===== config.mk =====
export PLATFORM = sky130hd
export DESIGN_NAME = sw_timer
export DESIGN_NICKNAME = d
export VERILOG_FILES = /design/src/rtl/sw_timer.sv
export SDC_FILE = /design/constraint.sdc
export NUM_CORES = 1
export LEC_CHECK = 0
export BUFFER_PORTS_ARGS = -buffer_cell sky130_fd_sc_hd__buf_4
export CORE_UTILIZATION = 55
export DETAILED_ROUTE_END_ITERATION = 16
export PLACE_DENSITY = 0.75
export SYNTH_ARGS = -nofsm -noshare
export SYNTH_HDL_FRONTEND = slang
export SYNTH_SLANG_ARGS = --single-unit

===== constraint.sdc =====
create_clock -name clk -period 2.87 [get_ports clk]
set_input_delay 0.4305 -clock clk [delete_from_list [all_inputs] [get_ports clk]]
set_output_delay 0.4305 -clock clk [all_outputs]
set_load 0.02 [all_outputs]

===== src/rtl/sw_timer.sv =====
// Stopwatch timebase: free-running prescaler producing a ms tick, a ms
// sub-counter, and a four-digit BCD display counter (00.00 .. 99.99).
module sw_timer #(
  parameter int unsigned CLK_DIV = 50000
) (
  input  logic        clk,
  input  logic        rst_btn,
  input  logic        timer_on,
  input  logic        timer_clr,
  output logic        m_sec,
  output logic [15:0] bcd,
  output logic        rollover
);

  logic [15:0] r_presc;
  logic [3:0]  r_ms;
  logic [15:0] r_bcd;
  logic        r_roll;

  logic        w_presc_last;
  logic        w_advance;
  logic [15:0] w_bcd_inc;
  logic        w_carry;

  assign w_presc_last = (r_presc == 16'(CLK_DIV - 1));
  assign w_advance    = w_presc_last && timer_on;

  always_ff @(posedge clk or posedge rst_btn) begin
    if (rst_btn) begin
      r_presc <= '0;
    end else if (w_presc_last) begin
      r_presc <= '0;
    end else begin
      r_presc <= r_presc + 16'd1;
    end
  end

  // Ripple the +1 through the digits; a digit at 9 (or illegal) wraps to 0.
  always_comb begin
    w_bcd_inc = r_bcd;
    w_carry   = 1'b1;
    for (int unsigned i = 0; i < 4; i++) begin
      if (w_carry) begin
        if (r_bcd[4*i +: 4] >= 4'd9) begin
          w_bcd_inc[4*i +: 4] = '0;
        end else begin
          w_bcd_inc[4*i +: 4] = r_bcd[4*i +: 4] + 4'd1;
          w_carry             = 1'b0;
        end
      end
    end
  end

  always_ff @(posedge clk or posedge rst_btn) begin
    if (rst_btn) begin
      r_ms   <= '0;
      r_bcd  <= '0;
      r_roll <= 1'b0;
    end else if (timer_clr) begin
      r_ms   <= '0;
      r_bcd  <= '0;
      r_roll <= 1'b0;
    end else begin
      r_roll <= 1'b0;
      if (w_advance) begin
        if (r_ms >= 4'd9) begin
          r_ms   <= '0;
          r_bcd  <= w_bcd_inc;
          r_roll <= (r_bcd == 16'h9999);
        end else begin
          r_ms <= r_ms + 4'd1;
        end
      end
    end
  end

  assign m_sec    = w_presc_last;
  assign bcd      = r_bcd;
  assign rollover = r_roll;

endmodule


==> flow_summary.json, run 1 <==
{
  "crit_type": "reg -> reg",
  "cp-end-kind": "register",
  "regToRegSetupSlack_ps": 400,
  "synth_top_area_share_pct": 42.26,
  "postCtsHoldBufs": 0,
  "min_period_ps": 2467,
  "cp.arrival_ps": 2690,
  "critPathLaunch": "r_presc[11]$_DFF_PP0_",
  "gp_congestion": 0.8108,
  "ys_top_cells_by_area": "dfrtp_1 42%, ha_1 9.1%, a21oi_1 3.2%",
  "comb_power_share_pct": 5.1,
  "yosys_warnings": 0,
  "synth_commonest_cells": "37 x dfrtp_1, 17 x nand2_1, 16 x ha_1, 16 x nor2_1, 15 x inv_1",
  "via_per_inst": 5.795,
  "netlist_area_um2": 2191,
  "p_int_mw": 0.7008,
  "rsz0062_at_grt": "no",
  "layout_setup_ws_ps": 402.7,
  "diodes": 0,
  "worstHoldPathType": "in -> async",
  "synth_flop_cell": "dfrtp_1",
  "place_area_um2": 2406,
  "final_area_um2": 2480,
  "grt_usage_pct": 25.20,
  "clockBufferDepth": 2,
  "hold_slack_ps": 239.4,
  "synthArstFlopShare_pct": 100.0,
  "dp_hpwl_um": 3213,
  "initial_core_util_pct": 58.52,
  "ys_types": 49,
  "rr_startpoint": "r_presc[11]$_DFF_PP0_",
  "first_pass_iters": 4,
  "pwr-share-clk_pct": 37.1,
  "wirelength_um": 4476,
  "vias": 1756,
  "post-place-ws_ps": 438.2,
  "core_um2": 3744,
  "clk-insertion-delay-late_ps": 290,
  "grt_first_pass_wirelength_um": 8038,
  "grt_pass1_vias": 1703,
  "grt_start_max_net_pins": 38,
  "setup_viol": 0,
  "slew_violations": 0,
  "ir_drop_v": 0.0003985,
  "synth_edf_count": 0,
  "hold_viol": 0,
  "post-route-period-util_pct": 85.97,
  "numClockSinks": 37,
  "start_kind": "register",
  "syn-num-nets": 249,
  "synth.avg_cell_area_um2": 9.567,
  "drc": 0,
  "synth_seq_area_share_pct": 42.26,
  "clk_pin_slew_ps": 70,
  "tightest_slew_ps": 565.5,
  "post_cts_buffers": 0,
  "p_leak_nw": 1.110,
  "synth-seq-cells": 37,
  "max_freq_ghz": 0.4053,
  "cp.required_ps": 3090,
  "synth_top_cell_by_area": "dfrtp_1",
  "slew_headroom_pct": 61.77,
  "drv_cap": 0,
  "cts_inserted_buffers": 5,
  "die-area_um2": 4240,
  "overflow": 0,
  "antenna_found_initial": 0,
  "powerDensity_nw_per_um2": 370.6,
  "ios": 22,
  "cts_tree": "built",
  "nets": 276,
  "tns_ps": 0,
  "rows": 22,
  "power_switching_share_pct": 23.75,
  "cts_resized": 0,
  "h-tree-depth": 2,
  "die_w_um": 65.12,
  "ant_nets": 0,
  "syn_inst": 229,
  "drtIter0Drc": 197,
  "portBuffers": 21,
  "switchingPower_mw": 0.2183,
  "outcome": "finished, final reports clean",
  "die_y_um": 65.12,
  "seqPwrFrac_pct": 57.8,
  "ctsRootBufferMaster": "clkbuf_8",
  "wire_per_inst_um": 14.77,
  "finalClockSkew_ps": 4.004,
  "layout-drive-gt1-share_pct": 18.04,
  "synth_most_common_cell": "dfrtp_1",
  "synthToLayoutAreaGrowth_pct": 13.19,
  "cp_max_fo": 11
}
-- metrics by stage --
step	total power, mW	util [%]	instances
floorplan	0.5708	-	229
global placement	0.5889	64.27	297
detailed placement	0.5893	64.27	297
CTS	0.9230	66.24	303
global route	0.9513	66.24	303
finish	0.9191	66.24	303
-- worst max-delay path, cell delays in order (launching register included) --
cell     delay (ps)
dfrtp_1         430
or4_4           560
or4_4           630
nor3_2          340
or2_2           250
mux2i_1         180
-- state kept, by name, summed over array words and instances, names as in the netlist --
name,flops
r_presc,16
rollover,1
bcd,16
r_ms,4
-- metal layers --
metal | vias up | track usage [%] | share of wire, %
li1 | 877 | - | -
met5 | - | 0 | 0
met4 | 0 | 8.152 | 1.3
met2 | 33 | 36.20 | 43
met3 | 6 | 6.076 | 3.6
met1 | 840 | 37.26 | 53
-- power groups by stage --
stage | clock [mW] | sequential (mW) | combinational [mW]
2_1_floorplan | 0 | 0.544 | 0.0264
3_3_place_gp | 0 | 0.542 | 0.0474
3_5_place_dp | 0 | 0.541 | 0.0478
4_1_cts | 0.344 | 0.531 | 0.0477
5_1_grt | 0.366 | 0.532 | 0.0534
6_report | 0.341 | 0.531 | 0.0468
-- final cells by class --
cell class,count,area [µm²]
Fill cell,337,1264
Tap cell,48,60.06
Sequential cell,37,925.9
Timing Repair Buffer,26,195.2
Inverter,15,56.30
Multi-Input combinational cell,171,1169
Clock buffer,5,68.82
Clock inverter,1,5.005
-- cells by family (layout without fill, tap and decap cells) --
logic type | after synthesis | count (layout) | synth area share (%)
adder cells (fa/ha/maj) | 16 | 16 | 9.138
XOR/XNOR | 9 | 9 | 3.598
buffers and inverters | 21 | 47 | 4.397
flip-flops | 37 | 37 | 42.26
multiplexers | 3 | 3 | 1.371
AO/OA/AOI/OAI | 44 | 44 | 12.96
AND/OR/NAND/NOR | 99 | 99 | 26.27
-- worst paths after layout --
check	to	cells after the start
min in group clk	r_presc[0]$_DFF_PP0_	1
min reg2reg	r_presc[0]$_DFF_PP0_	1
max in group asynchronous	bcd[10]$_DFFE_PP0P_	3
min	bcd[12]$_DFFE_PP0P_	3
max	bcd[5]$_DFFE_PP0P_	5
max reg2reg	bcd[5]$_DFFE_PP0P_	5
-- cells in the final DEF (no fill, tap or decap), types with 2 or more instances in the layout --
master and instances:
nand4b_1 6, or4_4 2, xnor2_1 4, xor2_1 5, or4_1 2, nand2_1 17, nand3_1 12, inv_1 15
a21oi_1 14, nor4_1 4, or2_2 2, nor2_1 16, and2_1 2, clkbuf_8 5, nor3_1 9, nand4_1 6
ha_1 16, nor2b_1 4, a31oi_1 2, o21ai_0 11, dfrtp_1 37, buf_4 26, nand2b_1 3, a21o_1 3
o31ai_2 2, mux2i_1 3, or3b_2 2, or3_1 2, and3_1 4
Power figures use the tool's default switching activity.
==> run 2, diff against run 1 <==
- ABC_AREA: unset -> 1
==> run 2 against run 1 <==
  * Die area rose by 5.1%
  * Non-clock buffer count is 4 lower
  * Final cell count grew 25%
  * First-iteration DRC count is 41% lower
  * Combinational power increased to 5.1 times the previous value
  * Synthesized area increased by 5.3%
  * Largest cell class unchanged
  * Highest routed layer unchanged
==> flow_summary.json, run 2 <==
{
  "min_period_ps": 2169,
  "mostFrequentLayoutCells": "74 x nand2_1, 38 x nor2_1, 37 x dfrtp_1",
  "syn-num-nets": 320,
  "powerDensity_nw_per_um2": 499.1,
  "cts_resized": 0,
  "hold_slack_ps": 204.1,
  "ios": 22,
  "crit_path_max_incr_delay_ps": 380,
  "die-area_um2": 4458,
  "r2r_cells": 8,
  "synthArstFlopShare_pct": 100.0,
  "post_cts_buffers": 0,
  "cp.arrival_ps": 1740,
  "layout_setup_ws_ps": 700.5,
  "grt_start_max_net_pins": 24,
  "post-place-ws_ps": 1025,
  "yosys_warnings": 0,
  "tightest_slew_ps": 607.2,
  "vias": 1965,
  "diodes": 0,
  "critPathBufInv": 2,
  "antenna_found_initial": 0,
  "ir_drop_v": 0.0002890,
  "netlist_area_um2": 2307,
  "gp_congestion": 0.8734,
  "synth.avg_cell_area_um2": 7.691,
  "portBuffers": 21,
  "dp_hpwl_um": 3605,
  "nets": 347,
  "die_y_um": 66.77,
  "hold_viol": 0,
  "synth_edf_count": 0,
  "synth_most_common_cell": "nand2_1",
  "cp.required_ps": 2440,
  "cp_cell_sequence": "ha_1, nand3_1, nor2_1, nand2_1, inv_1, buf_4",
  "first_pass_iters": 4,
  "ctsRootBufferMaster": "clkbuf_8",
  "synth_commonest_cells": "74 x nand2_1, 38 x nor2_1, 37 x dfrtp_1",
  "synthToLayoutAreaGrowth_pct": 14.10,
  "synth_seq_area_share_pct": 40.13,
  "worstHoldPathType": "in -> async",
  "die_w_um": 66.77,
  "final_core_util_pct": 65.81,
  "cts_tree": "built",
  "rsz0062_at_grt": "no",
  "via_per_inst": 5.198,
  "crit_path_top_delay_cell": "dfrtp_1",
  "tns_ps": 0,
  "layout_commonest_cell": "nand2_1",
  "p_total_mw": 1.314,
  "grt_usage_pct": 25.84,
  "final_area_um2": 2633,
  "grt_pass1_vias": 1892,
  "cts_inserted_buffers": 5,
  "outcome": "finished, final reports clean",
  "clk-insertion-delay-late_ps": 300,
  "slew_headroom_pct": 59.47,
  "ys_types": 29,
  "ant_nets": 0,
  "crit_family": "simple AND/OR/NAND/NOR gates",
  "drtIter0Drc": 117,
  "rows": 23,
  "rr_startpoint": "r_presc[0]$_DFF_PP0_",
  "slew_violations": 0,
  "clockBufferDepth": 2,
  "finalClockSkew_ps": 6.188,
  "layout-drive-gt1-share_pct": 15.24,
  "postCtsHoldBufs": 0,
  "synth_top_area_share_pct": 40.13,
  "cp_max_fo": 6,
  "syn_inst": 300,
  "regToRegSetupSlack_ps": 1040,
  "overflow": 0,
  "h-tree-depth": 2,
  "place_area_um2": 2516,
  "setup_viol": 0,
  "post-route-period-util_pct": 75.59,
  "wire_per_inst_um": 13.01,
  "initial_core_util_pct": 57.68,
  "cp-end-kind": "primary output",
  "synth_top_cell_by_area": "dfrtp_1",
  "wirelength_um": 4918,
  "core_um2": 4000,
  "drc": 0,
  "max_freq_ghz": 0.4609,
  "synth_flop_cell": "dfrtp_1",
  "ys_top_cells_by_area": "dfrtp_1 40%, nand2_1 12%, ha_1 8.7%",
  "drv_cap": 0,
  "instances_no_fill": 378,
  "grt_first_pass_wirelength_um": 8466,
  "p_leak_nw": 1.357,
  "timing.rr.end": "bcd[1]$_DFFE_PP0P_",
  "synth-seq-cells": 37,
  "dpl.cell_count": 370,
  "start_kind": "register",
  "numClockSinks": 37,
  "crit_type": "reg -> out",
  "clk_pin_slew_ps": 80
}
[run 2: worst max path at each step]
| stage | start | end | slack (ps) | cells after the start |
|---|---|---|---|---|
| floorplan | r_presc[0]$_DFF_PP0_ | m_sec | 1270 | 5 |
| global route | r_presc[0]$_DFF_PP0_ | m_sec | 550 | 6 |
| finish | r_presc[0]$_DFF_PP0_ | m_sec | 700 | 6 |
| CTS | r_presc[0]$_DFF_PP0_ | m_sec | 700 | 6 |
| global placement | r_presc[0]$_DFF_PP0_ | m_sec | 1080 | 6 |
| detailed placement | r_presc[0]$_DFF_PP0_ | m_sec | 1030 | 6 |
[run 2: logic make-up (layout without fill, tap and decap cells)]
| group | count (synthesis) | count (layout) | share of synthesized area [%] |
|---|---|---|---|
| xor+xnor | 14 | 14 | 5.315 |
| fa+ha+maj | 16 | 16 | 8.677 |
| buf+inv | 42 | 70 | 7.375 |
| flops | 37 | 37 | 40.13 |
| compound gates | 17 | 17 | 4.230 |
| simple gates | 174 | 174 | 34.27 |
[run 2: routing by layer]
| layer | part of all wire, % | GRT usage (%) |
|---|---|---|
| met1 | 47 | 31.71 |
| met5 | 0 | 0 |
| met2 | 49 | 44.19 |
| met4 | 1.3 | 9.574 |
| met3 | 3.3 | 5.308 |
[run 2: final cells by class]
class | count | area [µm²]
clock buffer | 7 | 86.33
clock inverter | 1 | 30.03
fill | 359 | 1368
inverter | 40 | 151.4
multi-input combinational | 221 | 1211
sequential | 37 | 925.9
tap | 50 | 62.56
timing repair buffer | 22 | 165.2
[run 2: power by group]
| group | leakage (nW) | switching (mW) | internal [mW] | total, mW |
|---|---|---|---|---|
| logic | 0.805 | 0.145 | 0.0950 | 0.240 |
| registers | 0.493 | 0.0475 | 0.548 | 0.595 |
| clock network | 0.0585 | 0.195 | 0.284 | 0.479 |
==> run 3, diff against run 2 <==
- ABC_AREA: 1 -> 0
- CORE_UTILIZATION: 55 -> 53
- PLACE_DENSITY: 0.75 -> 0.76
- clock period: 2.87 -> 1.9 ns (I/O delays scaled with it)
==> run 3 against run 2 <==
  * The run now ends with negative setup slack left
  * Global-route usage grew 2.7 points
  * First-iteration DRC count grew 50%
  * Cell area grew 17%
  * Clock skew is essentially flat
  * Power grew 8.7%
  * Register-to-register slack lost 1300 ps
  * Largest cell class unchanged
==> flow_summary.json, run 3 (synthesis results as in run 1) <==
{
  "outcome": "finished with violations",
  "violations": "negative setup slack",
  "grt_start_max_net_pins": 19,
  "overflow": 0,
  "ctsRootBufferMaster": "clkbuf_8",
  "clockBufferDepth": 2,
  "regToRegSetupSlack_ps": -240,
  "final_area_um2": 3083,
  "drv_cap": 0,
  "cp.arrival_ps": 2370,
  "rows": 23,
  "crit_type": "reg -> reg",
  "final_core_util_pct": 77.63,
  "wl_met1_um": 2417,
  "seq_area_um2": 927.1,
  "worstHoldPathType": "in -> async",
  "place_area_um2": 2761,
  "powerDensity_nw_per_um2": 463.3,
  "slew_violations": 0,
  "wirelength_um": 6065,
  "vias": 2077,
  "grt_first_pass_wirelength_um": 9211,
  "numClockSinks": 37,
  "h-tree-depth": 2,
  "hold_viol": 0,
  "die-area_um2": 4395,
  "worst_path_most_repeated_cell": "or4_4",
  "mostFrequentLayoutCells": "65 x buf_4, 36 x dfrtp_1, 16 x ha_1",
  "p_total_mw": 1.428,
  "hold_slack_ps": 110.4,
  "crit_path_max_incr_delay_ps": 550,
  "start_kind": "register",
  "cp_max_fo": 5,
  "drc": 0,
  "met3_wirelength_um": 209,
  "core_um2": 3971,
  "grt_pass1_vias": 2000,
  "wl_met2_um": 3260,
  "layout_commonest_cell": "buf_4",
  "wire_per_inst_um": 16.99,
  "cp.required_ps": 2130,
  "diodes": 0,
  "ios": 22,
  "setup_viol": 22,
  "dp_hpwl_um": 3927,
  "die_w_um": 66.30,
  "gp_congestion": 0.8291,
  "layout-drive-gt1-share_pct": 38.44,
  "cts_inserted_buffers": 5,
  "p_leak_nw": 1.455,
  "synthToLayoutAreaGrowth_pct": 40.72,
  "first_pass_iters": 4,
  "slew_headroom_pct": 51.21,
  "cp_cell_sequence": "or4_4, or4_4, buf_6, nor3_4, buf_4, a32oi_1, o21ai_1",
  "nets": 326,
  "layout_setup_ws_ps": -236.8,
  "clk_pin_slew_ps": 80,
  "crit_path_top_delay_cell": "or4_4",
  "drtIter0Drc": 176,
  "antenna_found_initial": 0,
  "via_per_inst": 5.818,
  "critPathBufInv": 2,
  "ant_nets": 0,
  "ir_drop_v": 0.0005225,
  "multi_input_area_um2": 1345,
  "crit_family": "simple AND/OR/NAND/NOR gates",
  "portBuffers": 21,
  "die_y_um": 66.30,
  "clk-insertion-delay-late_ps": 300,
  "max_freq_ghz": 0.4680,
  "post-route-period-util_pct": 112.5,
  "min_period_ps": 2137,
  "tightest_slew_ps": 731.1,
  "cts_tree": "built",
  "initial_core_util_pct": 55.17,
  "nFillCells": 261,
  "cp-end-kind": "register",
  "finalClockSkew_ps": 6.686,
  "highest_layer": "met4",
  "rsz0062_at_grt": "yes",
  "grt_usage_pct": 28.50
}
-- run 3: per-layer routing --
layer	vias to the layer above	global-route usage, %
li1	976	-
met1	1023	33.33
met2	62	50.64
met3	16	5.690
met4	0	11.17
met5	-	0
-- run 3: what timing repair did --
item | in CTS | in global routing
gates resized for setup | 27 | 23
hold buffers | 0 | 0
pin swaps | 21 | 12
hold endpoints to repair | 0 | 0
buffers inserted | 2 | 4
endpoints found under the setup margin | 23 | 25
cloned | 0 | 0
-- run 3: report_power, final --
group / internal (mW) / switching, mW / total, mW / leakage, nW
logic: 0.0309 / 0.0534 / 0.0843 / 0.919
registers: 0.793 / 0.0114 / 0.804 / 0.497
clock network: 0.261 / 0.279 / 0.540 / 0.0395
total: 1.08 / 0.344 / 1.43 / 1.45
-- run 3: final timing paths --
path / startpoint / to / depth (start not counted)
max: r_presc[13]$_DFF_PP0_ / bcd[7]$_DFFE_PP0P_ / 7
min: rst_btn / bcd[7]$_DFFE_PP0P_ / 2
max reg2reg: r_presc[13]$_DFF_PP0_ / bcd[7]$_DFFE_PP0P_ / 7
max in group asynchronous: rst_btn / r_ms[0]$_DFFE_PP0P_ / 3
min in group clk: timer_clr / bcd[6]$_DFFE_PP0P_ / 2
min reg2reg: r_presc[15]$_DFF_PP0_ / r_presc[15]$_DFF_PP0_ / 1
-- run 3: final cells by class --
class | count | share of cell area [%]
repair buffers | 76 | 19.85
inverters | 15 | 1.826
well taps | 50 | 2.029
clock buffers | 8 | 2.597
flip-flops and latches | 37 | 30.07
multi-input cells | 171 | 43.63
-- run 3: through the flow --
stage               worst slack, ps  TNS (ps)  cells
floorplan                    -285.1     -2947    229
global placement             -206.0     -2648    343
detailed placement           -252.8     -3287    343
CTS                          -282.8     -3257    353
global route                 -338.9     -5678    357
finish                       -236.8     -3690    357
